===== config.mk =====
export PLATFORM = sky130hd
export DESIGN_NAME = uart_rx_fifo
export DESIGN_NICKNAME = d
export VERILOG_FILES = /design/src/rtl/uart_rx_fifo.sv
export SDC_FILE = /design/constraint.sdc
export NUM_CORES = 1
export LEC_CHECK = 0
export ABC_CLOCK_PERIOD_IN_PS = 8200
export BUFFER_PORTS_ARGS = -buffer_cell sky130_fd_sc_hd__buf_2
export CAP_MARGIN = 40
export CORE_MARGIN = 4
export CORE_UTILIZATION = 30
export CTS_CLUSTER_DIAMETER = 120
export DETAILED_ROUTE_END_ITERATION = 8
export MAX_ROUTING_LAYER = met4
export PLACE_DENSITY_LB_ADDON = 0.08
export SYNTH_ARGS = -nofsm -noshare
export SYNTH_HDL_FRONTEND = slang
export SYNTH_SLANG_ARGS = --single-unit
export TNS_END_PERCENT = 10

===== constraint.sdc =====
create_clock -name clk -period 8.2 [get_ports clk]
set_input_delay 0.82 -clock clk [delete_from_list [all_inputs] [get_ports clk]]
set_output_delay 0.82 -clock clk [all_outputs]
set_load 0.03 [all_outputs]

===== src/rtl/uart_rx_fifo.sv =====
// 8N1 UART receiver feeding a byte FIFO with a one-cycle-latency registered read port.
// Sticky overrun/frame-error flags; a clear pulse loses to a coincident new error.
module uart_rx_fifo #(
    parameter int DEPTH = 16,
    parameter int CW    = 16
) (
    input  logic                     clk,
    input  logic                     rst,
    input  logic                     rx,
    input  logic [CW-1:0]            bit_width,
    input  logic                     rd_en,
    input  logic                     clr_err,
    output logic [7:0]               rd_data,
    output logic                     empty,
    output logic [$clog2(DEPTH):0]   count,
    output logic                     overrun,
    output logic                     frame_err
);

    localparam int AW = $clog2(DEPTH);
    localparam logic [AW:0] FULL_CNT = DEPTH[AW:0];

    typedef enum logic [1:0] {IDLE, START, DATA, STOP} state_t;

    state_t          state, state_next;
    logic            sync1, rxs, rxs_prev;
    logic [CW-1:0]   cnt, bw_eff;
    logic [2:0]      bit_idx;
    logic [7:0]      shreg;
    logic            fall, cnt_zero, push, stop_err;
    logic            full, do_pop, do_push;
    logic [7:0]      mem [DEPTH];
    logic [AW:0]     wr_ptr, rd_ptr;

    // NOTE: sequential state uses non-blocking assignments so every flop samples pre-edge values.
    always_ff @(posedge clk) begin
        if (rst) begin
            sync1    <= 1'b1;
            rxs      <= 1'b1;
            rxs_prev <= 1'b1;
        end else begin
            sync1    <= rx;
            rxs      <= sync1;
            rxs_prev <= rxs;
        end
    end

    assign bw_eff   = (bit_width < CW'(4)) ? CW'(4) : bit_width;
    assign fall     = rxs_prev & ~rxs;
    assign cnt_zero = (cnt == '0);

    always_ff @(posedge clk) begin
        if (rst) state <= IDLE;
        else     state <= state_next;
    end

    // NOTE: a default assignment first keeps combinational processes free of latches.
    always_comb begin
        state_next = state;
        case (state)
            IDLE:    if (fall) state_next = START;
            START:   if (cnt_zero) state_next = rxs ? IDLE : DATA;
            DATA:    if (cnt_zero && bit_idx == 3'd7) state_next = STOP;
            STOP:    if (cnt_zero) state_next = IDLE;
            default: state_next = IDLE;
        endcase
    end

    always_comb begin
        push     = (state == STOP) && cnt_zero && rxs;
        stop_err = (state == STOP) && cnt_zero && !rxs;
    end

    // A held break leaves rxs low in IDLE, so no new falling edge until the line recovers.
    always_ff @(posedge clk) begin
        if (rst) begin
            cnt     <= '0;
            bit_idx <= '0;
            shreg   <= '0;
        end else begin
            case (state)
                IDLE:  if (fall) cnt <= bw_eff >> 1;
                START: begin
                    if (cnt_zero) begin
                        cnt     <= bw_eff - CW'(1);
                        bit_idx <= '0;
                    end else begin
                        cnt <= cnt - CW'(1);
                    end
                end
                DATA: begin
                    if (cnt_zero) begin
                        cnt     <= bw_eff - CW'(1);
                        shreg   <= {rxs, shreg[7:1]};
                        bit_idx <= bit_idx + 3'd1;
                    end else begin
                        cnt <= cnt - CW'(1);
                    end
                end
                STOP:    if (!cnt_zero) cnt <= cnt - CW'(1);
                default: cnt <= '0;
            endcase
        end
    end

    assign count   = wr_ptr - rd_ptr;
    assign empty   = (count == '0);
    assign full    = (count == FULL_CNT);
    assign do_pop  = rd_en & ~empty;
    assign do_push = push & (~full | do_pop);

    // NOTE: the storage array is deliberately not reset; pointers alone define valid contents.
    always_ff @(posedge clk) begin
        if (do_push) mem[wr_ptr[AW-1:0]] <= shreg;
    end

    always_ff @(posedge clk) begin
        if (rst) begin
            wr_ptr    <= '0;
            rd_ptr    <= '0;
            rd_data   <= '0;
            overrun   <= 1'b0;
            frame_err <= 1'b0;
        end else begin
            if (do_push) wr_ptr <= wr_ptr + 1'b1;
            if (do_pop) begin
                rd_data <= mem[rd_ptr[AW-1:0]];
                rd_ptr  <= rd_ptr + 1'b1;
            end
            overrun   <= (overrun & ~clr_err) | (push & full & ~do_pop);
            frame_err <= (frame_err & ~clr_err) | stop_err;
        end
    end

endmodule


==> summary.md, run 1 <==
| Metric | Value |
|---|---|
| Fin nets | 698 |
| Fin Hold WS | roughly 0.42 ns |
| Initial DRC Count | 409 |
| Longest Clk Path Bufs | 2 |
| Internal power | 1.70 mW |
| Logic gate share of total power | 29.0% |
| Share of post-route cells with drive strength above 1 | 20.6% |
| Clk slew on worst S/H paths | 0.09 ns |
| Synth-to-Final Area Change | 14.0% |
| Worst Path Max Fanout | 37 |
| Avg Vias per Cell | 5.14 |
| Final-layout fill cell count | 2,712 |
| GRT Overall Usage | 14.7% |
| Synthesized area | 8410 µm² |
| RSZ-0062 raised after global routing | no |
| Setup violations, final | 0 |
| Commonest non-fill, non-tap cell in the layout | edfxtp_1 |
| Sw Ratio | a little over a third |
| Fmax | 216 MHz |
| H-tree depth | 4 |
| PostCTS Resize Cnt | 0 |
| Total net switching power | slightly above 900 µW |
| Clock insertion delay at the later pin of the skew report | 0.44 ns |
| Die H | 175 µm |
| Core area | 27,700 µm² |
| Hold Crit Class | reg -> reg |
| First-pass GRT wire length | 33,300 µm |
| Complex-gate fraction of the synthesized area | 9.53% |
| Initial Util | a little under a third |
| Cells after synthesis | 631 |
| Port bufs | 36 |
| Most frequent cells in the layout | edfxtp_1 (128), dfxtp_1 (51), mux4_2 (40) |
| Max-Cap Viols | 0 |
| Async set or reset register ratio after synthesis | 0% |
| Leakage | 3.23 nW |
| Fin Setup TNS | 0 ns |
| Synthesis warning total | 0 |
| Mean Syn Cell Area | 13.3 µm² |
| Vias in the first global route | 5,518 |
| Die ar. | 30,800 µm² |
| Crit path time final | between 4 and 5 ns |
| Worst slew pin tran | 0.934 ns |
| Final Max Slew Viols | 0 |
| CTS Buf Count | 17 |
| Final WL | 21,500 µm |
| Power Density | 274 nW/µm² |
| Synth area leaders | edfxtp_1 (46%), dfxtp_1 (12%), mux4_2 (11%) |
| CTS sink count | 180 |
| Total grt overflow | 0 |
| Sequential fraction of the synthesis area | 58.1% |
| Pin count of the biggest net entering global routing | 62 |
| Antenna violations before repair | 1 |
| # rows | 61 |
| Setup bufs post-CTS | 0 |
| Post-synth EDFFs | 128 |
| #FFs+latches synth | 180 |
| Post-CTS Hold Buffers | 0 |
| CTS tree | done |
| Startpoint Class | flop |
| Mapped Nets | 671 |
| Final antenna-violating net count | 0 |
| CP endpoint kind | primary output |
| Mux cell area share after synthesis | a little under an eighth |
| Crit path kind | reg -> out |
| Drt drc | 0 |
| Gp weighted congestion | 0.802 |
| Post-Synth Adder-Cell Area | 2.91% |
| Final HPWL DP | 14,500 µm |
| Worst Path Arrival | between 3 and 4 ns |
| I/O pin cnt | 37 |
| Crit share post-route | 56.5% |
| Worst Skew | between 0.02 and 0.025 ns |
| Distinct cells, synth | 74 |
| Flop pwr share | between 30 and 40% |
| DR WL/cell | between 20 and 25 µm |
| Largest family of logic cells by synthesized area | simple AND/OR/NAND/NOR gates |
| Fin. Hold Viols | 0 |
| Post-synthesis simple-gate area fraction | 12.7% |
| Primary FF master, synth | edfxtp_1 |
| Headroom to the max-slew limit | 37.7% |
| CP required | about 7.4 ns |
| VDD IR max | about 0.14 mV |
| Die width | 175 µm |
| Leading area contributor after synthesis | edfxtp_1 |
| Clk pwr share | 32.0% |
| Clock Root Buffer | clkbuf_16 |
| Outcome | complete, no violations |
| Via Count | approximately 5,400 |
| DRT Pass-1 Iters | 5 |
| XOR/XNOR share of the synthesized area | under 10% |
| Post-synth top area share | 45.7% |
[power groups by stage]
stage | Combinational (mW) | Sequential (mW) | Clock [mW]
4_1_cts | 0.776 | 1.03 | 0.863
5_1_grt | 0.831 | 1.03 | 0.901
3_3_place_gp | 0.768 | 1.04 | 0
6_report | 0.763 | 1.02 | 0.840
3_5_place_dp | 0.772 | 1.05 | 0
2_1_floorplan | 0.546 | 1.06 | 0
[critical path: stages (launching register included)]
cell and delay (ns):
dfxtp_2 0.32, buf_4 0.33, ha_1 0.32, fa_1 0.41, xnor2_1 0.16, nor3_1 0.21, or4b_1 0.53, a2bb2o_1 0.43
inv_1 0.37, buf_2 0.28
[cell usage after synthesis, drive strengths merged, types with 15 or more instances]
cell and n:
dfxtp 52, nand2 35, edfxtp 128, a21oi 39
nor3 15, mux4 40, clkbuf 21, nand3 23
nor2 37, xor2 17, ha 18, o21ai 24
and3 18, inv 22
[per-stage QoR]
| stage | util (%) | cell area, µm² | setup WS (ns) | power, mW | std cells |
|---|---|---|---|---|---|
| 2_1_floorplan | - | 8410 | 4.60 | 1.61 | 631 |
| 3_3_place_gp | 32.4 | 8970 | 4.10 | 1.81 | 1017 |
| 3_5_place_dp | 32.4 | 8970 | 3.99 | 1.82 | 1017 |
| 4_1_cts | 34.6 | 9590 | 3.49 | 2.66 | 1049 |
| 5_1_grt | 34.6 | 9590 | 3.23 | 2.76 | 1050 |
| 6_report | 34.6 | 9590 | 3.56 | 2.63 | 1050 |
[registers in the layout, summed over array words and instances (netlist names), named ones only]
name / flops
bit_idx: 3
cnt: 16
frame_err: 1
mem: 128
overrun: 1
rd_data: 8
rd_ptr: 5
rxs: 1
rxs_prev: 1
shreg: 8
state: 1
sync1: 1
wr_ptr: 5
[worst paths after layout]
path / cells past startpoint / end / slack, ns / from
max reg2reg: 9 / mem[2][4]$_DFFE_PP_ / 4.25 / rd_ptr[0]$_SDFFE_PP0P_
min reg2reg: 1 / rxs$_SDFF_PP1_ / 0.42 / sync1$_SDFF_PP1_
max: 9 / empty / 3.56 / rd_ptr[0]$_SDFFE_PP0P_
min: 1 / rxs$_SDFF_PP1_ / 0.42 / sync1$_SDFF_PP1_
[layer usage]
| layer | share of wire, % | global-route usage [%] | vias to the layer above |
|---|---|---|---|
| met5 | 0 | - | - |
| met1 | 45 | 19.0 | 2736 |
| met3 | 3.5 | 2.93 | 27 |
| li1 | - | - | 2519 |
| met2 | 49 | 23.4 | 120 |
| met4 | 2.3 | 5.30 | 0 |
[logic make-up (layout without fill, tap and decap cells)]
family | after synthesis | count (layout)
AOI/OAI and AO/OA | 115 | 115
xor gates and xnor gates | 23 | 23
adders and majority gates | 19 | 19
buffers and inverters | 56 | 96
DFF | 180 | 180
muxes | 48 | 48
other | 0 | 1
and+or+nand+nor | 190 | 190
[cell type report]
class | count | area (µm²) | area share, %
Timing Repair Buffer | 41 | 218 | 2.27
Clock buffer | 17 | 425 | 4.44
Tap cell | 378 | 473 | 4.93
Clock inverter | 15 | 196 | 2.05
Multi-Input combinational cell | 395 | 3300 | 34.5
Antenna cell | 1 | 2.50 | 0.0261
Sequential cell | 180 | 4890 | 50.9
Inverter | 23 | 86.3 | 0.900
(Power assumes the default switching activity.)
==> run 2, diff against run 1 <==
Settings changed: ABC_CLOCK_PERIOD_IN_PS 8200 to 3900.
Clock period 8.2 ns to 3.9 ns, I/O delays scaled along.
==> run 2 against run 1 <==
Combinational power is 120% higher; power grew 110%; register-to-register slack got worse by 3.7 ns; die area stayed put; final cell count grew 0.67%; first-iteration DRC count shrank 10%; clock skew down 0.0053 ns; final area is 0.42% higher; critical path type unchanged.
==> summary.md, run 2 (synthesized netlist as in run 1, its figures left out) <==
| Metric | Value |
|---|---|
| RSZ-0062 raised after global routing | no |
| Setup ws final | 0.210 ns |
| Final antenna-violating net count | 0 |
| Gp weighted congestion | 0.872 |
| First-pass GRT wire length | 33,800 µm |
| Max-Cap Viols | 0 |
| Die H | between 150 and 200 µm |
| Fmax | 271 MHz |
| # diodes | 0 |
| Headroom to the max-slew limit | a little over two fifths |
| # rows | between 60 and 70 |
| Outcome | complete, no violations |
| Crit path time final | 3.69 ns |
| Post-CTS Hold Buffers | 0 |
| PostCTS Resize Cnt | 0 |
| H-tree depth | 4 |
| Most frequent cells in the layout | edfxtp_1 (128), dfxtp_1 (51), mux4_2 (40) |
| Drt drc | 0 |
| Initial DRC Count | about 370 |
| Clock insertion delay at the later pin of the skew report | 0.43 ns |
| Leakage | 3.27 nW |
| Worst slew pin tran | around 0.85 ns |
| Dpl ws | 0.290 ns |
| DRT Pass-1 Iters | 5 |
| Final Max Slew Viols | 0 |
| Synth-to-Final Area Change | 14.5% |
| Fin nets | just over 700 |
| CP required | 3.51 ns |
| CTS Buf Count | 17 |
| Fin. Hold Viols | 0 |
| Setup bufs post-CTS | 0 |
| Longest Clk Path Bufs | 2 |
| Initial Util | 30.4% |
| Final Util | a little over a third |
| Fin Setup TNS | 0 ns |
| Share of post-route cells with drive strength above 1 | 21.4% |
| I/O pin cnt | 37 |
| Die width | 175 µm |
| Worst Path Arrival | 3.30 ns |
| Final HPWL DP | 15,100 µm |
| Crit path kind | reg -> out |
| Worst Skew | 0.0151 ns |
| Crit share post-route | 94.6% |
| Avg Vias per Cell | 5.10 |
| Final WL | 21,900 µm |
| Power Density | 575 nW/µm² |
| GRT Overall Usage | between 10% and 20% |
| Setup violations, final | 0 |
| Fin Hold WS | 0.146 ns |
| Pin count of the biggest net entering global routing | 41 |
| CTS sink count | 180 |
| Core area | 27,700 µm² |
| Clock Root Buffer | clkbuf_16 |
| Vias in the first global route | 5,542 |
| Die ar. | between 30,000 and 40,000 µm² |
| CTS tree | done |
| Commonest non-fill, non-tap cell in the layout | edfxtp_1 |
| Total grt overflow | 0 |
| Max FFs per register | 128 |
| VDD IR max | 0.248 mV |
| Clk slew on worst S/H paths | 0.08 ns |
| Startpoint Class | flop |
| CP endpoint kind | primary output |
| Via Count | 5,387 |
| Hold Crit Class | in -> reg |
| Antenna violations before repair | 0 |
| Worst Path Max Fanout | 12 |
| DR WL/cell | 20.7 µm |
| Port bufs | 36 |
[run 2: routing by layer]
metal  global-route usage [%]  wire, µm  up-vias
met4                     2.83       136        0
li1                         -         -     2535
met1                     19.7     10000     2731
met3                     2.54       685        9
met5                        -         0        -
met2                     24.8     11000      112
[run 2: cell type report]
cell class / count / area (µm²)
Sequential cell: 180 / 4890
Multi-Input combinational cell: 395 / 3300
Inverter: 23 / 86.3
Fill cell: 2703 / 18100
Clock buffer: 17 / 425
Tap cell: 378 / 473
Clock inverter: 15 / 179
Timing Repair Buffer: 49 / 278
[run 2: metrics by stage]
step | cells | power (mW) | cell area (µm²)
3_5_place_dp | 1025 | 3.87 | 9030
3_3_place_gp | 1025 | 3.87 | 9030
5_1_grt | 1057 | 5.83 | 9630
6_report | 1057 | 5.53 | 9630
4_1_cts | 1057 | 5.61 | 9630
2_1_floorplan | 631 | 3.38 | 8410
[run 2: critical path: stages (launching register included)]
cell and delay (ns):
dfxtp_1 0.40, inv_1 0.11, ha_1 0.24, fa_1 0.49
inv_1 0.06, nor3_1 0.24, or4b_1 0.53, a2bb2o_1 0.46
inv_1 0.13, buf_2 0.20
[run 2: where the power goes]
| part | internal, mW | leakage, nW | switching (mW) |
|---|---|---|---|
| clock | 0.874 | 0.295 | 0.850 |
| combinational | 0.640 | 1.36 | 1.01 |
| sequential | 2.09 | 1.61 | 0.0706 |
[run 2: path summary, 6_finish.rpt]
check,from,end,slack (ns),cells past startpoint
hold reg to reg,sync1$_SDFF_PP1_,rxs$_SDFF_PP1_,0.42,1
setup reg to reg,wr_ptr[0]$_SDFFE_PP0P_,mem[0][6]$_DFFE_PP_,0.53,10
hold / removal,rx,sync1$_SDFF_PP1_,0.15,2
setup / recovery,wr_ptr[0]$_SDFFE_PP0P_,empty,0.21,9
==> run 3, diff against run 2 <==
Settings changed: BUFFER_PORTS_ARGS -buffer_cell sky130_fd_sc_hd__buf_2 to not set, DONT_BUFFER_PORTS set to 1, PLACE_DENSITY set to 0.49, PLACE_DENSITY_LB_ADDON 0.08 to not set.
==> run 3 against run 2 <==
Final cell count down 2.8%; sequential power increased by 3%; clock skew grew 0.0026 ns; critical path depth down 1; critical path type unchanged; highest routed layer unchanged.
==> summary.md, run 3 (synthesized netlist as in run 1, its figures left out) <==
| Metric | Value |
|---|---|
| Outcome | complete, no violations |
| Final-layout fill cell count | 2,643 |
| Port bufs | 0 |
| Final Max Slew Viols | 0 |
| Core area | 27,700 µm² |
| Final Util | 34.5% |
| Worst slew pin tran | between 0.8 and 0.9 ns |
| CTS Buf Count | 17 |
| Die H | around 180 µm |
| Via Count | between 5,000 and 6,000 |
| Hold Crit Class | in -> reg |
| Startpoint Class | flop |
| Most frequent cells in the layout | edfxtp_1 (128), dfxtp_1 (51), mux4_2 (40) |
| Worst Path Max Fanout | 13 |
| VDD IR max | 0.307 mV |
| Vias in the first global route | 5,299 |
| I/O pin cnt | 37 |
| FF+latch area | between 4000 and 5000 µm² |
| Critical R2R Capture | mem[15][2]$_DFFE_PP_ |
| Avg Vias per Cell | roughly 5.3 |
| GRT Overall Usage | 14.5% |
| CTS sink count | 180 |
| Max FFs per register | roughly 130 |
| Longest Clk Path Bufs | 2 |
| Leakage | 3.14 nW |
| Commonest non-fill, non-tap cell in the layout | edfxtp_1 |
| Worst Path Arrival | 3.15 ns |
| Gp weighted congestion | 0.891 |
| CP required | 3.51 ns |
| Crit path kind | reg -> out |
| # diodes | 0 |
| Fin Hold WS | 0.0389 ns |
| Worst r2r path cells | 10 |
| H-tree depth | 4 |
| R2r setup slk | roughly 0.41 ns |
| Setup bufs post-CTS | 0 |
| CP Capture Point | empty |
| Total grt overflow | 0 |
| Final WL | 21,600 µm |
| Worst setup startpoint | wr_ptr[0]$_SDFFE_PP0P_ |
| Fin. Hold Viols | 0 |
| Fmax | ~280 MHz |
| Worst reg2reg startpoint | wr_ptr[0]$_SDFFE_PP0P_ |
| Hold path startpoint | rst |
| Drt drc | 0 |
| Area of the multi-input gates | 3310 µm² |
| Clock insertion delay at the later pin of the skew report | 0.43 ns |
| Worst Skew | 0.0177 ns |
| Final antenna-violating net count | 0 |
| Die width | between 150 and 200 µm |
| Initial Util | 30.4% |
| Clock Root Buffer | clkbuf_16 |
| Setup violations, final | 0 |
| DRT Pass-1 Iters | 5 |
| CP endpoint kind | primary output |
| CTS tree | done |
| First-pass GRT wire length | 33,000 µm |
| Fin Setup TNS | 0 ns |
| Fin nets | 676 |
| Die ar. | between 30,000 and 40,000 µm² |
| Initial DRC Count | between 600 and 700 |
| Pin count of the biggest net entering global routing | 62 |
| Crit share post-route | 90.8% |
| Max-Cap Viols | 0 |
| Power Density | 568 nW/µm² |
| Final HPWL DP | between 10,000 and 15,000 µm |
| Synth-to-Final Area Change | 13.5% |
| Clk slew on worst S/H paths | 0.08 ns |
| Share of post-route cells with drive strength above 1 | about 18% |
| Crit path time final | roughly 3.5 ns |
| RSZ-0062 raised after global routing | no |
| Antenna violations before repair | 0 |
| Headroom to the max-slew limit | about two fifths |
| DR WL/cell | 21.0 µm |
| # rows | 61 |
## run 3: through the flow
| step | total power, mW | setup WS, ns | cell area, µm² | std cells |
|---|---|---|---|---|
| after floorplan | 3.38 | 0.463 | 8410 | 631 |
| final | 5.43 | 0.360 | 9550 | 1027 |
| after CTS | 5.45 | 0.142 | 9550 | 1026 |
| after detailed placement | 3.69 | 0.340 | 8910 | 993 |
| after global routing | 5.68 | 0.138 | 9550 | 1027 |
| after global placement | 3.67 | 0.421 | 8830 | 987 |
## run 3: where the power goes
part           switching [mW]  leakage (nW)  internal [mW]
Clock                   0.861         0.296          0.882
Combinational           0.879          1.23          0.590
Sequential              0.131          1.61           2.09
## run 3: worst min path at each step
stage	cells after the start	slack [ns]	to
floorplan	1	0.39	rxs$_SDFF_PP1_
global placement	1	0.39	rxs$_SDFF_PP1_
detailed placement	1	0.40	rxs$_SDFF_PP1_
CTS	1	0.005	rd_ptr[3]$_SDFFE_PP0P_
global route	1	0.005	rd_ptr[3]$_SDFFE_PP0P_
finish	1	0.04	rd_ptr[3]$_SDFFE_PP0P_
## run 3: per-layer routing
metal  global-route usage (%)  vias to the layer above  share of wire (%)
met1                     19.9                     2761                 46
met5                        -                        -                  0
met4                     3.15                        0               0.70
li1                         -                     2465                  -
met3                     2.58                        8                5.3
met2                     22.7                      165                 48
## run 3: worst max-delay path, stage by stage, from the launching register on
cell	delay (ns)
dfxtp_1	0.39
inv_1	0.11
ha_1	0.24
fa_1	0.49
inv_1	0.05
nor3_1	0.23
or4b_1	0.53
a2bb2o_2	0.40
clkinvlp_4	0.28
## run 3: final cells by class
type	count	area share, %
sequential	180	51.1
multi-input combinational	395	34.6
tap	378	4.95
clock buffer	17	4.45
clock inverter	15	2.02
timing repair buffer	18	1.83
inverter	23	0.943
timing repair inverter	1	0.0524
## run 3: repair_timing
action	CTS	global route
cloned	0	1
gates resized for setup	1	1
hold buffers	1	0
endpoints found under the hold margin	1	0
setup endpoints to repair	1	1
